<file path="src/rtl/uart_tx_arbiter_pkg.sv">
`default_nettype none
// ============================================================================
// Module   : uart_tx_arbiter_pkg
// Brief    : Shared constants for the UART transmit arbiter slice.
// Revision : 1.0
// ============================================================================
package uart_tx_arbiter_pkg;

  localparam int c_DATA_WIDTH  = 8;
  localparam int c_ACK_TIMEOUT = 15;

  localparam int              c_STATE_W       = 2;
  localparam logic [1:0]      c_ST_IDLE       = 2'd0;
  localparam logic [1:0]      c_ST_WAIT_ACK   = 2'd1;
  localparam logic [1:0]      c_ST_WAIT_DONE  = 2'd2;

endpackage : uart_tx_arbiter_pkg
`default_nettype wire

</file>
<file path="src/rtl/uart_tx_arbiter_if.sv">
`default_nettype none
// ============================================================================
// Module   : uart_tx_arbiter_if
// Brief    : Requester-side byte streams plus transmitter handshake.
// Revision : 1.0
// ============================================================================
interface uart_tx_arbiter_if #(
  parameter int NUM_REQ    = 4,
  parameter int DATA_WIDTH = 8,
  parameter int ID_WIDTH   = 2
);
  logic [NUM_REQ-1:0]            req_valid;
  logic [NUM_REQ*DATA_WIDTH-1:0] req_data;
  logic [NUM_REQ-1:0]            req_last;
  logic [NUM_REQ-1:0]            req_ready;
  logic [DATA_WIDTH-1:0]         tx_din;
  logic                          tx_enable;
  logic                          tx_ready;
  logic [ID_WIDTH-1:0]           grant_id;
  logic                          locked;
  logic                          busy;
  logic                          timeout_err;

  // Arbiter side
  modport slave (
    input  req_valid, req_data, req_last, tx_ready,
    output req_ready, tx_din, tx_enable, grant_id, locked, busy, timeout_err
  );

  // Requesters and transmitter side
  modport master (
    output req_valid, req_data, req_last, tx_ready,
    input  req_ready, tx_din, tx_enable, grant_id, locked, busy, timeout_err
  );
endinterface : uart_tx_arbiter_if
`default_nettype wire

</file>
<file path="src/rtl/uart_tx_arbiter_rr_priority_pick.sv">
`default_nettype none
// ============================================================================
// Module   : rr_priority_pick
// Brief    : Combinational round-robin pick: first request at or after i_ptr.
// Revision : 1.0
// ============================================================================
module rr_priority_pick #(
  parameter int N     = 4,
  parameter int IDX_W = 2
) (
  input  wire logic [N-1:0]     i_req,
  input  wire logic [IDX_W-1:0] i_ptr,
  output logic      [N-1:0]     o_grant,
  output logic      [IDX_W-1:0] o_idx,
  output logic                  o_any
);

  logic [IDX_W:0] w_pos;

  always_comb begin
    o_grant = '0;
    o_idx   = '0;
    o_any   = 1'b0;
    w_pos   = '0;
    for (int k = 0; k < N; k++) begin
      // Extra bit holds ptr+k before the modulo-N wrap
      w_pos = {1'b0, i_ptr} + (IDX_W+1)'(k);
      if (w_pos >= (IDX_W+1)'(N)) begin
        w_pos = w_pos - (IDX_W+1)'(N);
      end
      if (!o_any && i_req[w_pos[IDX_W-1:0]]) begin
        o_any                     = 1'b1;
        o_grant[w_pos[IDX_W-1:0]] = 1'b1;
        o_idx                     = w_pos[IDX_W-1:0];
      end
    end
  end

endmodule : rr_priority_pick
`default_nettype wire

</file>
<file path="src/rtl/uart_tx_arbiter.sv">
`default_nettype none
// ============================================================================
// Module   : uart_tx_arbiter
// Brief    : Round-robin, packet-locking share of one 8N1 UART transmitter.
// Revision : 1.0
// ============================================================================
module uart_tx_arbiter
  import uart_tx_arbiter_pkg::*;
#(
  parameter int NUM_REQ     = 4,
  parameter int DATA_WIDTH  = c_DATA_WIDTH,
  parameter int ACK_TIMEOUT = c_ACK_TIMEOUT,
  parameter int ID_WIDTH    = 2
) (
  input wire logic         clk,
  input wire logic         RST,
  uart_tx_arbiter_if.slave io_arb
);

  localparam int                  c_CNT_W   = $clog2(ACK_TIMEOUT + 1);
  localparam logic [ID_WIDTH-1:0] c_LAST_ID = ID_WIDTH'(NUM_REQ - 1);

  logic [c_STATE_W-1:0]  r_state;
  logic [c_STATE_W-1:0]  w_state_nxt;
  logic [ID_WIDTH-1:0]   r_ptr;
  logic [ID_WIDTH-1:0]   r_owner;
  logic                  r_locked;
  logic                  r_last;
  logic [c_CNT_W-1:0]    r_ack_cnt;
  logic [DATA_WIDTH-1:0] r_tx_din;
  logic                  r_tx_en;
  logic                  r_timeout;

  logic [NUM_REQ-1:0]    w_owner_mask;
  logic [NUM_REQ-1:0]    w_eligible;
  logic [NUM_REQ-1:0]    w_pick_grant;
  logic [ID_WIDTH-1:0]   w_pick_idx;
  logic                  w_pick_any;
  logic [DATA_WIDTH-1:0] w_pick_byte;
  logic                  w_pick_last;
  logic                  w_accept;
  logic                  w_ack_timeout;
  logic                  w_done_exit;
  logic [ID_WIDTH-1:0]   w_owner_next;

  // A locked packet masks every other requester, even when the owner stalls
  assign w_owner_mask = NUM_REQ'(1) << r_owner;
  assign w_eligible   = r_locked ? (io_arb.req_valid & w_owner_mask) : io_arb.req_valid;
  assign w_owner_next = (r_owner == c_LAST_ID) ? '0 : r_owner + ID_WIDTH'(1);

  rr_priority_pick #(
    .N     (NUM_REQ),
    .IDX_W (ID_WIDTH)
  ) u_pick (
    .i_req   (w_eligible),
    .i_ptr   (r_ptr),
    .o_grant (w_pick_grant),
    .o_idx   (w_pick_idx),
    .o_any   (w_pick_any)
  );

  always_comb begin
    w_pick_byte = '0;
    w_pick_last = 1'b0;
    for (int i = 0; i < NUM_REQ; i++) begin
      if (w_pick_grant[i]) begin
        w_pick_byte = io_arb.req_data[i*DATA_WIDTH +: DATA_WIDTH];
        w_pick_last = io_arb.req_last[i];
      end
    end
  end

  assign w_ack_timeout = (r_state == c_ST_WAIT_ACK) && io_arb.tx_ready &&
                         (r_ack_cnt == c_CNT_W'(ACK_TIMEOUT - 1));
  assign w_done_exit   = (r_state == c_ST_WAIT_DONE) && io_arb.tx_ready;

  always_ff @(posedge clk) begin
    if (RST) begin
      r_state <= c_ST_IDLE;
    end else begin
      r_state <= w_state_nxt;
    end
  end

  always_comb begin
    w_state_nxt = r_state;
    case (r_state)
      c_ST_IDLE: begin
        if (io_arb.tx_ready && w_pick_any) begin
          w_state_nxt = c_ST_WAIT_ACK;
        end
      end
      c_ST_WAIT_ACK: begin
        if (!io_arb.tx_ready) begin
          w_state_nxt = c_ST_WAIT_DONE;
        end else if (w_ack_timeout) begin
          w_state_nxt = c_ST_IDLE;
        end
      end
      c_ST_WAIT_DONE: begin
        if (io_arb.tx_ready) begin
          w_state_nxt = c_ST_IDLE;
        end
      end
      default: w_state_nxt = c_ST_IDLE;
    endcase
  end

  always_comb begin
    w_accept         = (r_state == c_ST_IDLE) && io_arb.tx_ready && w_pick_any;
    io_arb.req_ready = w_accept ? w_pick_grant : '0;
    io_arb.busy      = (r_state != c_ST_IDLE);
  end

  always_ff @(posedge clk) begin
    if (RST) begin
      r_ptr     <= '0;
      r_owner   <= '0;
      r_locked  <= 1'b0;
      r_last    <= 1'b0;
      r_ack_cnt <= '0;
      r_tx_din  <= '0;
      r_tx_en   <= 1'b0;
      r_timeout <= 1'b0;
    end else begin
      r_tx_en <= w_accept;
      if (w_accept) begin
        r_tx_din  <= w_pick_byte;
        r_owner   <= w_pick_idx;
        r_last    <= w_pick_last;
        r_ack_cnt <= '0;
      end else if ((r_state == c_ST_WAIT_ACK) && io_arb.tx_ready) begin
        r_ack_cnt <= r_ack_cnt + c_CNT_W'(1);
      end
      // A lost handshake abandons the packet so the others are not starved
      if (w_ack_timeout) begin
        r_timeout <= 1'b1;
        r_locked  <= 1'b0;
        r_ptr     <= w_owner_next;
      end
      if (w_done_exit) begin
        if (r_last) begin
          r_locked <= 1'b0;
          r_ptr    <= w_owner_next;
        end else begin
          r_locked <= 1'b1;
        end
      end
    end
  end

  assign io_arb.tx_din      = r_tx_din;
  assign io_arb.tx_enable   = r_tx_en;
  assign io_arb.grant_id    = r_owner;
  assign io_arb.locked      = r_locked;
  assign io_arb.timeout_err = r_timeout;

endmodule : uart_tx_arbiter
`default_nettype wire

</file>
<file path="src/flat_wrapper.sv">
// flat-port wrapper written by rule: the top's interface ports become plain ports
module uart_tx_arbiter_flat import uart_tx_arbiter_pkg::*;
#(
  parameter int NUM_REQ     = 4,
  parameter int DATA_WIDTH  = c_DATA_WIDTH,
  parameter int ACK_TIMEOUT = c_ACK_TIMEOUT,
  parameter int ID_WIDTH    = 2
)
  (clk, RST, io_arb_req_valid, io_arb_req_data, io_arb_req_last, io_arb_tx_ready, io_arb_req_ready, io_arb_tx_din, io_arb_tx_enable, io_arb_grant_id, io_arb_locked, io_arb_busy, io_arb_timeout_err);
  uart_tx_arbiter_if #(.NUM_REQ(NUM_REQ), .DATA_WIDTH(DATA_WIDTH), .ID_WIDTH(ID_WIDTH)) io_arb_i ();
  input wire logic clk;
  input wire logic RST;
  input wire logic [$bits(io_arb_i.req_valid)-1:0] io_arb_req_valid;
  input wire logic [$bits(io_arb_i.req_data)-1:0] io_arb_req_data;
  input wire logic [$bits(io_arb_i.req_last)-1:0] io_arb_req_last;
  input wire logic [$bits(io_arb_i.tx_ready)-1:0] io_arb_tx_ready;
  output wire logic [$bits(io_arb_i.req_ready)-1:0] io_arb_req_ready;
  output wire logic [$bits(io_arb_i.tx_din)-1:0] io_arb_tx_din;
  output wire logic [$bits(io_arb_i.tx_enable)-1:0] io_arb_tx_enable;
  output wire logic [$bits(io_arb_i.grant_id)-1:0] io_arb_grant_id;
  output wire logic [$bits(io_arb_i.locked)-1:0] io_arb_locked;
  output wire logic [$bits(io_arb_i.busy)-1:0] io_arb_busy;
  output wire logic [$bits(io_arb_i.timeout_err)-1:0] io_arb_timeout_err;
  assign io_arb_i.req_valid = io_arb_req_valid;
  assign io_arb_i.req_data = io_arb_req_data;
  assign io_arb_i.req_last = io_arb_req_last;
  assign io_arb_i.tx_ready = io_arb_tx_ready;
  assign io_arb_req_ready = io_arb_i.req_ready;
  assign io_arb_tx_din = io_arb_i.tx_din;
  assign io_arb_tx_enable = io_arb_i.tx_enable;
  assign io_arb_grant_id = io_arb_i.grant_id;
  assign io_arb_locked = io_arb_i.locked;
  assign io_arb_busy = io_arb_i.busy;
  assign io_arb_timeout_err = io_arb_i.timeout_err;
  uart_tx_arbiter #(.NUM_REQ(NUM_REQ), .DATA_WIDTH(DATA_WIDTH), .ACK_TIMEOUT(ACK_TIMEOUT), .ID_WIDTH(ID_WIDTH)) u_core (.clk(clk), .RST(RST), .io_arb(io_arb_i));
endmodule
</file>
<file path="config.mk">
export PLATFORM = sky130hd
export DESIGN_NAME = uart_tx_arbiter_flat
export DESIGN_NICKNAME = d
export VERILOG_FILES = /design/src/rtl/uart_tx_arbiter_pkg.sv /design/src/rtl/uart_tx_arbiter_if.sv /design/src/rtl/uart_tx_arbiter_rr_priority_pick.sv /design/src/rtl/uart_tx_arbiter.sv /design/src/flat_wrapper.sv
export SDC_FILE = /design/constraint.sdc
export NUM_CORES = 1
export LEC_CHECK = 0
export BUFFER_PORTS_ARGS = -buffer_cell sky130_fd_sc_hd__buf_2
export CORE_MARGIN = 2
export CORE_UTILIZATION = 51
export CTS_BUF_LIST = sky130_fd_sc_hd__clkbuf_16
export DETAILED_ROUTE_END_ITERATION = 8
export HOLD_SLACK_MARGIN = 0.15
export PLACE_DENSITY = 0.82
export SETUP_SLACK_MARGIN = 0.3
export SLEW_MARGIN = 25
export SYNTH_ARGS = -nofsm -noshare
export SYNTH_HDL_FRONTEND = slang
export SYNTH_SLANG_ARGS = --single-unit
export TNS_END_PERCENT = 1
</file>
<file path="constraint.sdc">
create_clock -name clk -period 3.8 [get_ports clk]
set_input_delay 0.57 -clock clk [delete_from_list [all_inputs] [get_ports clk]]
set_output_delay 0.57 -clock clk [all_outputs]
set_load 0.1 [all_outputs]
</file>
# Word level (Yosys, flattened, before mapping)
# Cells that the tools add are included.
# op_classes
n_reduce_logical	21
order_cmp	12
add_sub_neg	9
n_shift	1
bitwise	4
n_mux	54
eq_ne	7
# ops
op	count
$mux W2	16
$mux W8	4
$mux W4	6
$mux W1	19
$logic_and A1 B1 Y1	13
$lt A2 B3 Y1 const B	4
$or A4 B4 Y4	3
$ge A3 B3 Y1 const B	3
$bmux W1 S2	4
$demux W1 S2	4
$ge A2 B1 Y1 const B	4
$sub A2 B1 Y2 const B	4
$add A2 B2 Y3 const B	2
$pmux W2 S3	1
$add A4 B1 Y4 const B	1
$and A4 B4 Y4	1
$eq A2 B2 Y1 const B	2
$eq A4 B4 Y1 const B	1
$reduce_bool A2 Y1	2
$shl A1 B2 Y4 const A	1
$add A2 B1 Y3 const B	1
$ge A2 B3 Y1 const B	1
$logic_not A1 Y1	3
$ne A3 B2 Y1 const B	1
7 further kinds	7
# word_totals
output_inout_bits	18
in_bits	43
regBits	22
wordCells	117

# Longest topological paths before layout
# logic_depth
word_depth	19
ltp_mapped	12
depth_no_buf	9

# Cells and area by module
# A second synthesis with hierarchy kept.
# hier_totals
cells_unflattened	204
hier_area_um2	1794.2
# modules_own_cells
mod	area_per_inst_um2	cells_each	n_inst	seq_area_each_um2
uart_tx_arbiter	1375.1	159	1	440.4
rr_priority_pick	419.2	45	1	0.0

# Worst setup path after synthesis
# No wires, ideal clock.
# synth_timing
kind	reg2out
startpoint	register u_core.r_owner[0] (netlist: u_core.io_arb.grant_id[0])
endpoint	output io_arb_req_ready[1]
path_stages_with_launch	10
required_ns	3.230
n_path_buf	1
slack_ns	-0.760
t_arrival_ns	3.990
cell_sequence	dfxtp_1 > inv_1 > ha_1 > mux2i_1 > a211oi_2 > or2_1 > o32a_1 > and2_1 > buf_2 > nor2_1
# synth_between
elab_chain_len	17
elab_cells_between_ends	30
cone_classes	shift: 1; mux: 18; bitwise: 4; reduce/logical: 7
# synth_rtl
element	line	rtl
from (decl)	uart_tx_arbiter.sv:26	logic [ID_WIDTH-1:0] r_owner;
from (signal assigned)	uart_tx_arbiter.sv:129	r_owner <= w_pick_idx;
$shl A1 B2 Y4 *	uart_tx_arbiter.sv:47	assign w_owner_mask = NUM_REQ'(1) << r_owner;
$and A4 B4 Y4 *	uart_tx_arbiter.sv:48	assign w_eligible = r_locked ? (io_arb.req_valid & w_owner_mask) : io_arb.req_valid;
$mux W4 *	uart_tx_arbiter.sv:48	
$bmux W1 S2	uart_tx_arbiter_rr_priority_pick.sv:31	if (!o_any && i_req[w_pos[IDX_W-1:0]]) begin
$mux W1 (not written as such)	uart_tx_arbiter_rr_priority_pick.sv:31	
$mux W1	uart_tx_arbiter_rr_priority_pick.sv:31	
$logic_not A1 Y1	uart_tx_arbiter_rr_priority_pick.sv:31	
$logic_and A1 B1 Y1	uart_tx_arbiter_rr_priority_pick.sv:31	
$mux W1	uart_tx_arbiter_rr_priority_pick.sv:31	
$logic_not A1 Y1	uart_tx_arbiter_rr_priority_pick.sv:31	
$logic_and A1 B1 Y1	uart_tx_arbiter_rr_priority_pick.sv:31	
$mux W1	uart_tx_arbiter_rr_priority_pick.sv:31	
$logic_not A1 Y1	uart_tx_arbiter_rr_priority_pick.sv:31	
$logic_and A1 B1 Y1	uart_tx_arbiter_rr_priority_pick.sv:31	
$mux W1	uart_tx_arbiter_rr_priority_pick.sv:31	
$logic_and A1 B1 Y1	uart_tx_arbiter.sv:110	w_accept = (r_state == c_ST_IDLE) && io_arb.tx_ready && w_pick_any;
$mux W4 *	uart_tx_arbiter.sv:111	io_arb.req_ready = w_accept ? w_pick_grant : '0;
to (decl)	flat_wrapper.sv:17	output wire logic [$bits(io_arb_i.req_ready)-1:0] io_arb_req_ready;
# Every way passes the cells marked *; elsewhere a longest branch is shown, timed or not. The select of a mux whose other input is x is not followed.

# Final worst setup path
# layout_timing
startpoint	register u_core.r_owner[0] (netlist: u_core.io_arb.grant_id[0])
endpoint	output io_arb_req_ready[3]
# The elaborated chain is that of the path after synthesis.

==> impl_metrics.py <==
metrics = {
    "route": {
        "post-route-drc-count": 0,
        "vias": 1915,
        "vias_per_cell": 6.04,
        "routed_wl_um": 4930,
        "routedWlPerCell_um": 15.5,
        "first_pass_iters": 4,
        "ant_nets": 0,
        "drtIter0Drc": 154,
    },
    "timing": {
        "fmax_mhz": 297,
        "worst_pin_slew_ns": 0.611,
        "clock_skew_ns": 0.00144,
        "period_share": 0.886,
        "rsz0062_at_grt": "false",
        "worst_slack_ns": 0.434,
        "relSlewSlack": 0.593,
        "setup_viol": 0,
        "tns_ns": 0,
        "report.final.slew_viol_count": 0,
        "fin_crit_ns": 3.37,
        "finalHoldViolCount": 0,
        "whs_ns": 0.453,
    },
    "run": {
        "maxCapViolCount": 0,
    },
    "synthesis": {
        "synth_area_um2": 1830,
        "synth_flop_cell": "dfxtp_1",
        "syn_inst": 214,
        "async_flop_share": 0,
        "avgSynthCellArea_um2": 8.56,
        "syn_nets": 268,
        "synth-edff-count": 0,
        "ys_types": 55,
        "seq_area_frac_synth": 0.240,
        "synth-seq-cells": 22,
        "ys_warn_count": 0,
    },
    "finish": {
        "fillCellCount": 293,
        "fin_area_um2": 2300,
        "multi_input_area_um2": 1280,
        "layout_common_cells": "buf_2 (56), dfxtp_1 (17), nor3_1 (16)",
        "syn2layout_area_growth_pct": 25.8,
        "nets": 326,
        "register_area_um2": 449,
        "fin_util": 0.680,
        "diodes": 0,
        "drive_gt1_frac": 0.354,
        "final_common_cell": "buf_2",
    },
    "die": {
        "coreArea_um2": 3390,
        "die_w_um": 63.9,
        "io_pins": 61,
        "die-area_um2": 4090,
        "die_h_um": 63.9,
        "start_util": 0.540,
        "rows": 21,
    },
    "cts": {
        "cts_root_buf": "clkbuf_16",
        "numCtsBuffers": 3,
        "clock_path_buffers": 2,
        "cts_sinks": 22,
        "hold_buffers": 0,
        "cts_tree": "built",
        "htree_levels": 1,
        "path_clk_slew_ns": 0.06,
        "worstSkewPairLatency_ns": 0.25,
    },
    "placement": {
        "post-place-ws_ns": 0.405,
        "portBuffers": 60,
        "post-dp-hpwl_um": 3720,
        "globalplace.congestion": 0.843,
        "dpl-instance-area_um2": 2190,
    },
    "pwr": {
        "peakVddDrop_v": 0.000282,
        "leakage_uw": 0.000914,
        "power_density_nw_per_um2": 336,
    },
    "worst_setup_path": {
        "startpoint": "u_core.io_arb.grant_id[0]",
        "crit_type": "flip-flop to output port",
        "worstPathMaxFanout": 10,
        "r2r-start": "u_core.io_arb.grant_id[0]",
        "endpoint_kind": "output port",
        "cp.arrival_ns": 2.80,
        "start_kind": "flip-flop",
        "worstPathRequired_ns": 3.23,
    },
    "global_route": {
        "grt_pass1_wl_um": 8250,
        "grt_max_degree": 15,
        "grt_pass1_vias": 1822,
        "antenna_found_initial": 0,
        "overflow": 0,
        "grt_usage": 0.248,
    },
    "min_path": {
        "worstHoldPathType": "flip-flop to flip-flop",
        "min-delay-start": "u_core.io_arb.timeout_err",
    },
    "run_status": {
        "outcome": "complete, no violations",
    },
}
-- path summary, 6_finish.rpt --
check / slack, ns / depth (start not counted) / to
setup reg to reg: 1.02 / 10 / u_core.io_arb.tx_din[3]
hold / removal: 0.45 / 2 / u_core.io_arb.timeout_err
hold reg to reg: 0.45 / 2 / u_core.io_arb.timeout_err
setup / recovery: 0.43 / 9 / io_arb_req_ready[3]
-- logic make-up (layout without fill, tap and decap cells) --
family | after synthesis | after routing | synth area share
fa+ha+maj | 11 | 11 | 0.0751
flops | 22 | 22 | 0.240
compound gates | 67 | 67 | 0.316
mux | 13 | 13 | 0.0806
simple gates | 72 | 72 | 0.195
xor+xnor | 4 | 4 | 0.0191
buf+inv | 25 | 82 | 0.0738
-- routing by layer --
layer	global-route usage	routed length, um	vias up
met1	0.316	2090	893
met5	0	0	-
li1	-	-	926
met2	0.414	2340	84
met4	0.0761	99	0
met3	0.0563	397	12
-- cell type report --
cell class                      instances  area share
Multi-Input combinational cell        167       0.557
Sequential cell                        22       0.195
Timing Repair Buffer                   65       0.167
Clock buffer                            3      0.0326
Tap cell                               46      0.0250
Inverter                               13      0.0212
Clock inverter                          1     0.00163
-- flip-flops by register name (all words and copies together), names as in the netlist --
name                       count
u_core.io_arb.tx_enable        1
u_core.io_arb.timeout_err      1
u_core.io_arb.tx_din           8
u_core.io_arb.locked           1
u_core.io_arb.grant_id         2
u_core.r_ack_cnt               4
u_core.r_state                 2
u_core.r_last                  1
u_core.r_ptr                   2
-- synthesized netlist by cell type (2+ instances only) --
| library cell | number | area share |
|---|---|---|
| a211oi_1 | 4 | 0.016 |
| a211oi_2 | 2 | 0.014 |
| a21o_1 | 2 | 0.0082 |
| a21o_2 | 2 | 0.0096 |
| a21oi_1 | 5 | 0.014 |
| a221oi_1 | 2 | 0.0096 |
| a22oi_1 | 2 | 0.0082 |
| a311oi_1 | 9 | 0.043 |
| a31o_1 | 2 | 0.0096 |
| a31oi_1 | 2 | 0.0068 |
| and2_1 | 2 | 0.0068 |
| buf_2 | 3 | 0.0082 |
| buf_4 | 2 | 0.0082 |
| clkbuf_1 | 4 | 0.0082 |
| dfxtp_1 | 22 | 0.24 |
| ha_1 | 11 | 0.075 |
| inv_1 | 12 | 0.025 |
| mux2i_1 | 10 | 0.055 |
| nand2_1 | 14 | 0.029 |
| nand3_1 | 13 | 0.036 |
| nand3b_1 | 2 | 0.0082 |
| nand4_1 | 2 | 0.0068 |
| nor2_1 | 15 | 0.031 |
| nor3_1 | 16 | 0.044 |
| o21a_1 | 4 | 0.016 |
| o21ai_0 | 10 | 0.027 |
| o221ai_1 | 9 | 0.043 |
| o22ai_1 | 2 | 0.0068 |
| xnor2_1 | 2 | 0.0096 |
| xor2_1 | 2 | 0.0096 |
-- repair_timing --
item	in CTS	in global routing
endpoints found under the setup margin	4	4
setup buffers	0	2
pin swaps	0	1
resized for setup	2	4
-- metrics by stage --
step / cells / total power, uW
final: 317 / 774
after global routing: 317 / 803
after CTS: 315 / 774
after detailed placement: 311 / 551
after global placement: 311 / 549
after floorplan: 214 / 483
-- where the power goes --
group / internal [uW] / switching, uW
Combinational: 81.4 / 207
Sequential: 247 / 14.9
Clock: 140 / 83.1
Total: 469 / 305
-- critical path: stages, from the launching register on --
cell and delay, ns:
dfxtp_2 0.38, inv_1 0.08, ha_1 0.22, mux2i_1 0.35, a21oi_4 0.18, mux2i_4 0.26, mux2_2 0.41, a31o_1 0.36
inv_2 0.12, buf_12 0.17
Power figures use the tool's default switching activity.
